**config.mk**
```make
export PLATFORM = sky130hd
export DESIGN_NAME = uart_rx_core
export DESIGN_NICKNAME = d
export VERILOG_FILES = /design/src/rtl/uart_rx_core_pkg.sv /design/src/rtl/uart_rx_sync.sv /design/src/rtl/uart_rx_core.sv
export SDC_FILE = /design/constraint.sdc
export NUM_CORES = 1
export LEC_CHECK = 0
export ABC_AREA = 1
export CAP_MARGIN = 20
export CORE_UTILIZATION = 48
export DETAILED_ROUTE_END_ITERATION = 8
export GPL_TIMING_DRIVEN = 0
export PLACE_DENSITY = 0.7
export SLEW_MARGIN = 20
export SYNTH_ARGS = -nofsm -noshare
export SYNTH_HDL_FRONTEND = slang
export SYNTH_SLANG_ARGS = --single-unit
```
**constraint.sdc**
```tcl
create_clock -name clk -period 2 [get_ports clk]
set_input_delay 0.3 -clock clk [delete_from_list [all_inputs] [get_ports clk]]
set_output_delay 0.3 -clock clk [all_outputs]
set_load 0.05 [all_outputs]
```
**src/rtl/uart_rx_core_pkg.sv**
```systemverilog
// Shared types and limits for the UART receive path.
package uart_rx_core_pkg;

  typedef enum logic [1:0] {
    PARITY_NONE = 2'd0,
    PARITY_ODD  = 2'd1,
    PARITY_EVEN = 2'd2
  } parity_e;

  typedef enum logic [2:0] {
    RX_IDLE   = 3'd0,
    RX_START  = 3'd1,
    RX_DATA   = 3'd2,
    RX_PARITY = 3'd3,
    RX_STOP   = 3'd4,
    RX_BREAK  = 3'd5
  } rx_state_e;

  localparam int unsigned UART_DIV_MIN = 2;
  localparam int unsigned UART_BIT_MIN = 1;

  // Encoding 3 is reserved and behaves as no parity.
  function automatic parity_e clamp_parity(input logic [1:0] enc);
    case (enc)
      2'd1:    return PARITY_ODD;
      2'd2:    return PARITY_EVEN;
      default: return PARITY_NONE;
    endcase
  endfunction

endpackage

```
**src/rtl/uart_rx_sync.sv**
```systemverilog
// Two-flop synchronizer for an asynchronous input with falling-edge detect.
module uart_rx_sync #(
  parameter logic RST_VAL = 1'b1
) (
  input  logic clk,
  input  logic rst,
  input  logic din,
  output logic sync,
  output logic fall
);

  logic meta;
  logic sync_d1;

  always_ff @(posedge clk) begin
    if (rst) begin
      meta    <= RST_VAL;
      sync    <= RST_VAL;
      sync_d1 <= RST_VAL;
    end else begin
      meta    <= din;
      sync    <= meta;
      sync_d1 <= sync;
    end
  end

  assign fall = !sync && sync_d1;

endmodule

```
**src/rtl/uart_rx_core.sv**
```systemverilog
// UART receiver: samples the serial line at bit centres using a latched runtime
// config and emits a one-cycle val_o with the assembled data and error flags.
module uart_rx_core
  import uart_rx_core_pkg::*;
#(
  parameter int unsigned DIV_WD  = 16,
  parameter int unsigned BIT_WD  = 4,
  parameter int unsigned BIT_MAX = 8
) (
  input  logic               clk,
  input  logic               rst,
  input  logic [DIV_WD-1:0]  cfg_num_div_clk_i,
  input  logic [BIT_WD-1:0]  cfg_num_bit_i,
  input  logic [1:0]         cfg_enm_parity_i,
  input  logic [1:0]         cfg_siz_stop_i,
  input  logic               uart_rx_i,
  output logic               val_o,
  output logic [BIT_MAX-1:0] dat_o,
  output logic               err_parity_o,
  output logic               err_frame_o,
  output logic               busy_o
);

  localparam logic [DIV_WD-1:0] DIV_MIN_W = DIV_WD'(UART_DIV_MIN);
  localparam logic [BIT_WD-1:0] BIT_MIN_W = BIT_WD'(UART_BIT_MIN);
  localparam logic [BIT_WD-1:0] BIT_MAX_W = BIT_WD'(BIT_MAX);

  rx_state_e state, state_n;

  logic rx_s;
  logic fall;

  logic [DIV_WD-1:0]  div_c;
  logic [BIT_WD-1:0]  nbit_c;
  logic [DIV_WD-1:0]  div_q;
  logic [BIT_WD-1:0]  nbit_q;
  parity_e            par_q;
  logic               two_stop_q;

  logic [DIV_WD-1:0]  timer;
  logic [BIT_WD-1:0]  cnt;
  logic               stop_cnt;
  logic [BIT_MAX-1:0] shreg;
  logic               perr;
  logic               ferr;

  logic timing;
  logic smp;
  logic start_frame;
  logic shift_en;
  logic par_en;
  logic stop_en;
  logic done;

  uart_rx_sync #(
    .RST_VAL(1'b1)
  ) u_sync (
    .clk  (clk),
    .rst  (rst),
    .din  (uart_rx_i),
    .sync (rx_s),
    .fall (fall)
  );

  always_comb begin
    div_c = cfg_num_div_clk_i;
    if (cfg_num_div_clk_i < DIV_MIN_W) div_c = DIV_MIN_W;
    nbit_c = cfg_num_bit_i;
    if (cfg_num_bit_i < BIT_MIN_W)      nbit_c = BIT_MIN_W;
    else if (cfg_num_bit_i > BIT_MAX_W) nbit_c = BIT_MAX_W;
  end

  assign timing = (state == RX_START) || (state == RX_DATA) ||
                  (state == RX_PARITY) || (state == RX_STOP);
  assign smp    = timing && (timer == '0);
  assign busy_o = (state != RX_IDLE);

  always_ff @(posedge clk) begin
    if (rst) state <= RX_IDLE;
    else     state <= state_n;
  end

  always_comb begin
    state_n     = state;
    start_frame = 1'b0;
    shift_en    = 1'b0;
    par_en      = 1'b0;
    stop_en     = 1'b0;
    done        = 1'b0;
    case (state)
      RX_IDLE: begin
        if (fall) begin
          start_frame = 1'b1;
          state_n     = RX_START;
        end
      end
      RX_START: begin
        if (smp) state_n = rx_s ? RX_IDLE : RX_DATA;
      end
      RX_DATA: begin
        if (smp) begin
          shift_en = 1'b1;
          if (cnt == nbit_q - BIT_WD'(1))
            state_n = (par_q != PARITY_NONE) ? RX_PARITY : RX_STOP;
        end
      end
      RX_PARITY: begin
        if (smp) begin
          par_en  = 1'b1;
          state_n = RX_STOP;
        end
      end
      RX_STOP: begin
        if (smp) begin
          stop_en = 1'b1;
          if (stop_cnt == two_stop_q) begin
            done    = 1'b1;
            // A low final stop bit means the line may be in break; wait for it to recover.
            state_n = (ferr || !rx_s) ? RX_BREAK : RX_IDLE;
          end
        end
      end
      RX_BREAK: begin
        if (rx_s) state_n = RX_IDLE;
      end
      default: state_n = RX_IDLE;
    endcase
  end

  always_ff @(posedge clk) begin
    if (rst) begin
      div_q        <= DIV_MIN_W;
      nbit_q       <= BIT_MAX_W;
      par_q        <= PARITY_NONE;
      two_stop_q   <= 1'b0;
      timer        <= '0;
      cnt          <= '0;
      stop_cnt     <= 1'b0;
      shreg        <= '0;
      perr         <= 1'b0;
      ferr         <= 1'b0;
      val_o        <= 1'b0;
      dat_o        <= '0;
      err_parity_o <= 1'b0;
      err_frame_o  <= 1'b0;
    end else begin
      val_o <= done;

      if (start_frame) begin
        div_q      <= div_c;
        nbit_q     <= nbit_c;
        par_q      <= clamp_parity(cfg_enm_parity_i);
        two_stop_q <= (cfg_siz_stop_i != 2'd0);
        timer      <= (div_c >> 1) - DIV_WD'(1);
        cnt        <= '0;
        stop_cnt   <= 1'b0;
        shreg      <= '0;
        perr       <= 1'b0;
        ferr       <= 1'b0;
      end else if (timing) begin
        timer <= smp ? (div_q - DIV_WD'(1)) : (timer - DIV_WD'(1));
      end

      if (shift_en) begin
        for (int unsigned i = 0; i < BIT_MAX; i++) begin
          if (cnt == BIT_WD'(i)) shreg[i] <= rx_s;
        end
        cnt <= cnt + BIT_WD'(1);
      end

      // Unused upper bits of shreg stay zero, so a full-width XOR is the data parity.
      if (par_en) begin
        if (par_q == PARITY_EVEN) perr <= ((^shreg) != rx_s);
        else                      perr <= ((^shreg) == rx_s);
      end

      if (stop_en) begin
        ferr     <= ferr | !rx_s;
        stop_cnt <= ~stop_cnt;
      end

      if (done) begin
        dat_o        <= shreg;
        err_parity_o <= perr;
        err_frame_o  <= ferr | !rx_s;
      end
    end
  end

endmodule
```
==> results of run 1 <==
per-layer routing:
layer / vias to the layer above / part of all wire
met5: - / 0
met4: 0 / 0.023
met3: 22 / 0.069
met2: 143 / 0.46
met1: 1948 / 0.45
li1: 2057 / -
worst max-delay path, delay by kind of cell (launching register included):
kind | cells | cell delay [ns]
buffers and inverters | 4 | 0.40
and+or+nand+nor | 12 | 1.19
DFF | 1 | 0.35
area by class of cell:
cell class	instances	area, µm²	share of cell area
Multi-Input combinational cell	407	2370	0.451
Sequential cell	71	1440	0.275
Timing Repair Buffer	63	564	0.107
Inverter	102	398	0.0757
Buffer	22	148	0.0281
Tap cell	105	131	0.0250
Clock buffer	10	128	0.0243
Clock inverter	6	70.1	0.0133
kinds of logic after synthesis:
| kind of cell | synth area share |
|---|---|
| compound gates | 0.138 |
| xor+xnor | 0.0344 |
| fa+ha+maj | 0.0184 |
| buf+inv | 0.125 |
| flops | 0.349 |
| simple gates | 0.335 |
state kept, by name (all words and copies together), names as in the netlist:
signal and flops:
div_q 16, timer 16, dat_o 8, shreg 8, cnt 4, nbit_q 4
state 3, par_q 2, err_frame_o 1, err_parity_o 1, ferr 1, perr 1
stop_cnt 1, two_stop_q 1, u_sync.meta 1, u_sync.sync 1, u_sync.sync_d1 1, val_o 1
repair_timing:
| action | CTS | global route |
|---|---|---|
| setup endpoints to repair | 45 | 44 |
| cloned | 0 | 2 |
| gates resized for setup | 33 | 68 |
| hold buffers | 0 | 0 |
| setup buffers | 9 | 14 |
| pin swaps | 16 | 23 |
stage by stage:
stage / hold WS, ns / std cells / utilization
2_1_floorplan: 0.389 / 602 / -
3_3_place_gp: 0.404 / 745 / 0.558
3_5_place_dp: 0.407 / 745 / 0.558
4_1_cts: 0.431 / 770 / 0.600
5_1_grt: 0.451 / 786 / 0.639
6_report: 0.429 / 786 / 0.639
synthesized netlist by cell type (7+ instances only):
library cell,number,area share
xnor2_1,7,0.015
xor2_1,9,0.019
nand3_1,37,0.045
nor2_2,9,0.014
nand2_2,12,0.018
o21ai_0,39,0.048
nand2_1,106,0.098
inv_1,97,0.089
dfxtp_1,71,0.35
nor2_1,76,0.070
clkbuf_1,8,0.0074
a21oi_1,48,0.059
nand4_1,17,0.026
worst max path at each step:
stage	slack, ns	start	cells after the start	end
after global routing	-0.19	timer[9]	15	timer[11]
after detailed placement	-0.56	cfg_num_div_clk_i[14]	18	timer[14]
after floorplan	0.02	state[1]	21	timer[10]
after global placement	-0.53	cfg_num_div_clk_i[14]	18	timer[14]
final	-0.04	timer[0]	16	timer[11]
after CTS	-0.0006	timer[0]	15	timer[10]
report_power, final:
group	internal [mW]	switching (mW)
clock	0.582	0.600
sequential	1.69	0.217
combinational	1.82	3.06
placed cells by master, fill, tap and decap left out, types with 9 or more instances in the layout:
cell type,Yosys,layout
buf_4,3,25
clkbuf_8,0,9
nand2_1,106,95
inv_1,97,88
nor2_4,6,16
a21oi_1,48,48
o21ai_0,39,34
xor2_1,9,9
clkdlybuf4s50_1,0,37
nor2_1,76,63
nand3_1,37,33
nand2_2,12,15
nand2_4,3,11
nor2_2,9,12
dfxtp_1,71,59
nand4_1,17,17
dfxtp_2,0,9
==> impl_metrics.toml, run 1 <==
[synthesis]
synthCells = 602
synthesis.area_um2 = 4070
seq_area_frac_synth = 0.349
yosysWarnings = 0
synth-seq-cells = 71
synth.avg_cell_area_um2 = 6.76
synth_edf_count = 0
synthArstFlopShare = 0
syn-num-nets = 635
yosysUniqueCellTypes = 42
synth_ff_type = "dfxtp_1"

[global_routing]
grt_antenna_before_repair = 0
grt_pass1_wl_um = 17800
grt-ovfl-total = 0
grt_use_met2 = 0.420
grt_max_degree = 14
grtUsageMet1 = 0.346
grt_use_met3 = 0.0736
busiest_layer = "met2"
grt_pass1_vias = 3768
grt.total_usage = 0.266

[worst_hold_path]
hold_class = "reg -> reg"
holdPathStages = 1
whs_endpoint = "u_sync.sync"
min-delay-start = "u_sync.meta"

[run_status]
violations = "negative setup slack"
status = "complete, but fails checks"

[setup_path]
worstSetupStartpointType = "register"
r2r_start = "timer[0]"
slowest_stage = "dfxtp_2"
crit_top_cell = "nand2_2"
max_stage_delay_ns = 0.35
reg2regPathDepth = 16
crit_path_max_fanout = 10
r2r_end = "timer[11]"
worstPathArrival_ns = 2.30
cp_cell_sequence = "nor2_4, nand2_2, nor2_4, nand3_4, buf_4, buf_8, nand2_2, nand3_1, nand2_2, nor2_4, nand2_2, inv_1, nand3_1, nand3_1, nand2_1, inv_1"
r2r_slack_ns = -0.04
path_class = "reg -> reg"
cp_data_required_time_ns = 2.26
cp-end-kind = "register"

[cts]
cts_buffers = 9
clk_latency_ns = 0.36
cts_max_level = 3
clk_pin_slew_ns = 0.08
cts-root-buf = "clkbuf_8"
clockBufferDepth = 2
cts_tree = "done"
numClockSinks = 71

[timing]
fmax_mhz = 491
fin_skew_ns = 0.00570
fin_crit_sh = 1.02
setup_violations = 9
slew_viol_final = 0
tightest_slew_ns = 0.812
fin_ws_ns = -0.0378
finalHoldViolations = 0
layout_min_cycle_time_ns = 2.04
relSlewSlack = 0.454
rsz0062_at_grt = "true"
timing.setup.tns_ns = -0.265

[floorplanning]
die_x_um = 94.1
ios = 39
initial_core_util = 0.495
die_y_um = 94.1
num_rows = 33
fp.coreArea_um2 = 8220
dieArea_um2 = 8850

[finish]
nets = 709
nFillCells = 727
syn_to_final_growth_pct = 29.1
drive_above_1_share = 0.220
stdcell_area_um2 = 5250
n_antenna_cell = 0

[drt]
ant_nets = 0
drcViolationCount = 0
vias = 4170
wl_um = 11600
drt_iter0_drc = 281
wl_per_cell_um = 14.7
dr.pass1.iters = 5
post_drt_via_cell_ratio = 5.31

[placed_design]
portBuffers = 38
hpwlAfterDp_um = 8110
place_ws_ns = -0.562
gp_congestion = 0.897
dpl_cell_area_um2 = 4580

[pwr]
power_density_nw_per_um2 = 1520
irDropWorstVdd_mv = 0.607
power_mw = 7.96
leakage_nw = 2.33

[flow_run]
drv_cap = 0
Power figures use the tool's default switching activity.
==> inputs of run 2 (changes only) <==
- SYNTH_HIERARCHICAL: not set -> 1
==> impl_metrics.toml, run 2 <==
[finish]
largestRegisters = "div_q (16), timer (16)"
layout_common_cells = "inv_1, nand2_1, nor2_1"
nets = 728
n_antenna_cell = 0
syn_to_final_growth_pct = 33.6
drive_above_1_share = 0.283
final_common_cell = "inv_1"
stdcell_area_um2 = 5600
final_cell_count_no_fill = 805

[setup_path]
r2r_start = "timer[14]"
r2r_end = "timer[12]"
path_class = "reg -> reg"
cp_data_required_time_ns = 2.25
worstPathArrival_ns = 2.40
reg2regPathDepth = 16
crit_path_max_fanout = 7
r2r_slack_ns = -0.14
cp-end-kind = "register"
worstSetupStartpointType = "register"

[pwr]
power_mw = 8.63
irDropWorstVdd_mv = 0.579
leakage_nw = 2.48
power_density_nw_per_um2 = 1540

[global_routing]
grt_pass1_vias = 3766
grt.total_usage = 0.256
grt_antenna_before_repair = 0
grt_max_degree = 14
grt-ovfl-total = 0
grt_pass1_wl_um = 17900

[flow_run]
drv_cap = 0

[synthesis]
synth.area.top_cells = "dfxtp_1, inv_1, nand2_1"
synth_ff_type = "dfxtp_1"
synthesis.area_um2 = 4200
synth.most_common_cell = "inv_1"
synth.avg_cell_area_um2 = 6.90
synth_top_area_cell = "dfxtp_1"
synth-seq-cells = 71
yosys.area.top_type_share = 0.339
synth_commonest_cells = "inv_1, nand2_1, nor2_1, dfxtp_1, o21ai_0"
syn-num-nets = 641
seq_area_frac_synth = 0.339
synth_edf_count = 0
yosysUniqueCellTypes = 41
synthArstFlopShare = 0
yosysWarnings = 6
synthCells = 608

[floorplanning]
num_rows = 33
initial_core_util = 0.503
dieArea_um2 = 9120
die_y_um = 95.5
die_x_um = 95.5
ios = 39
fp.coreArea_um2 = 8340

[cts]
cts-root-buf = "clkbuf_8"
clk_latency_ns = 0.35
clockBufferDepth = 2
cts_buffers = 9
cts_tree = "done"
numClockSinks = 71
cts_max_level = 3
clk_pin_slew_ns = 0.09

[placed_design]
place_inst = 751
place_ws_ns = -0.592
hpwlAfterDp_um = 7790
gp_congestion = 0.955
dpl_cell_area_um2 = 4710
portBuffers = 38

[drt]
wl_um = 11600
drt_iter0_drc = 251
ant_nets = 0
dr.pass1.iters = 5
drcViolationCount = 0
vias = 4178
post_drt_via_cell_ratio = 5.19
wl_per_cell_um = 14.4

[timing]
finalHoldViolations = 0
fin_crit_sh = 1.07
layout_min_cycle_time_ns = 2.14
timing.setup.tns_ns = -0.816
fmax_mhz = 467
slew_viol_final = 0
tightest_slew_ns = 0.646
fin_ws_ns = -0.143
relSlewSlack = 0.570
setup_violations = 12
rsz0062_at_grt = "true"
fin_skew_ns = 0.0101

[worst_hold_path]
holdPathStages = 2
min-delay-start = "u_sync/meta"
whs_endpoint = "u_sync/sync"
hold_class = "reg -> reg"

[run_status]
status = "complete, but fails checks"
violations = "negative setup slack"
==> run 2: how the worst max path moves through the flow <==
stage	from	endpoint	cells past startpoint
2_1_floorplan	state[1]	timer[10]	17
3_3_place_gp	cfg_num_div_clk_i[9]	timer[6]	16
3_5_place_dp	cfg_num_div_clk_i[9]	timer[6]	16
4_1_cts	timer[1]	timer[9]	16
5_1_grt	timer[7]	timer[12]	18
6_report	timer[14]	timer[12]	16
==> run 2: critical path, stage by stage, from the launching register on <==
cell	delay (ns)
dfxtp_2	0.35
nor2_2	0.11
nand2_2	0.09
nor2_8	0.19
nand4_1	0.13
nand3_2	0.11
nand2_2	0.06
inv_2	0.07
ha_4	0.14
nand3_4	0.08
nor2_4	0.16
inv_2	0.08
nor2_4	0.14
buf_6	0.13
a21oi_1	0.05
nor2_1	0.10
nor2_1	0.05
==> run 2: per-layer routing <==
| layer | GRT usage | vias to the layer above | share of wire |
|---|---|---|---|
| li1 | - | 2102 | - |
| met2 | 0.403 | 117 | 0.46 |
| met1 | 0.341 | 1941 | 0.46 |
| met5 | 0 | - | 0 |
| met3 | 0.0614 | 18 | 0.063 |
| met4 | 0.0908 | 0 | 0.019 |
==> run 2: cell families after synthesis <==
logic type                 after synthesis  share of synthesized area
DFF                                     71                      0.339
xor gates and xnor gates                17                     0.0355
and+or+nand+nor                        279                      0.337
adders and majority gates                6                     0.0179
AOI/OAI and AO/OA                      100                      0.133
buffers and inverters                  135                      0.138
==> run 2: power breakdown <==
group          internal (mW)  total, mW  switching, mW
combinational           2.20       5.40           3.20
sequential              1.69       1.92          0.228
clock                  0.709       1.31          0.596
total                   4.60       8.63           4.02
==> run 2: through the flow <==
step	hold WS, ns	util
6_report	0.413	0.672
5_1_grt	0.461	0.672
4_1_cts	0.415	0.620
3_5_place_dp	0.406	0.564
3_3_place_gp	0.390	0.564
2_1_floorplan	0.378	-
==> run 2: layout make-up <==
type,count,area (µm²)
fill,709,2740
tap,105,131
clock inverter,6,92.6
clock buffer,10,128
multi-input combinational,402,2480
buffer,20,166
timing repair buffer,76,719
inverter,115,435
sequential,71,1450
==> run 2: repair_timing <==
item | in CTS | in global routing
pin swaps | 19 | 37
setup endpoints to repair | 30 | 34
setup buffers | 17 | 21
resized for setup | 34 | 78
hold buffers | 0 | 0
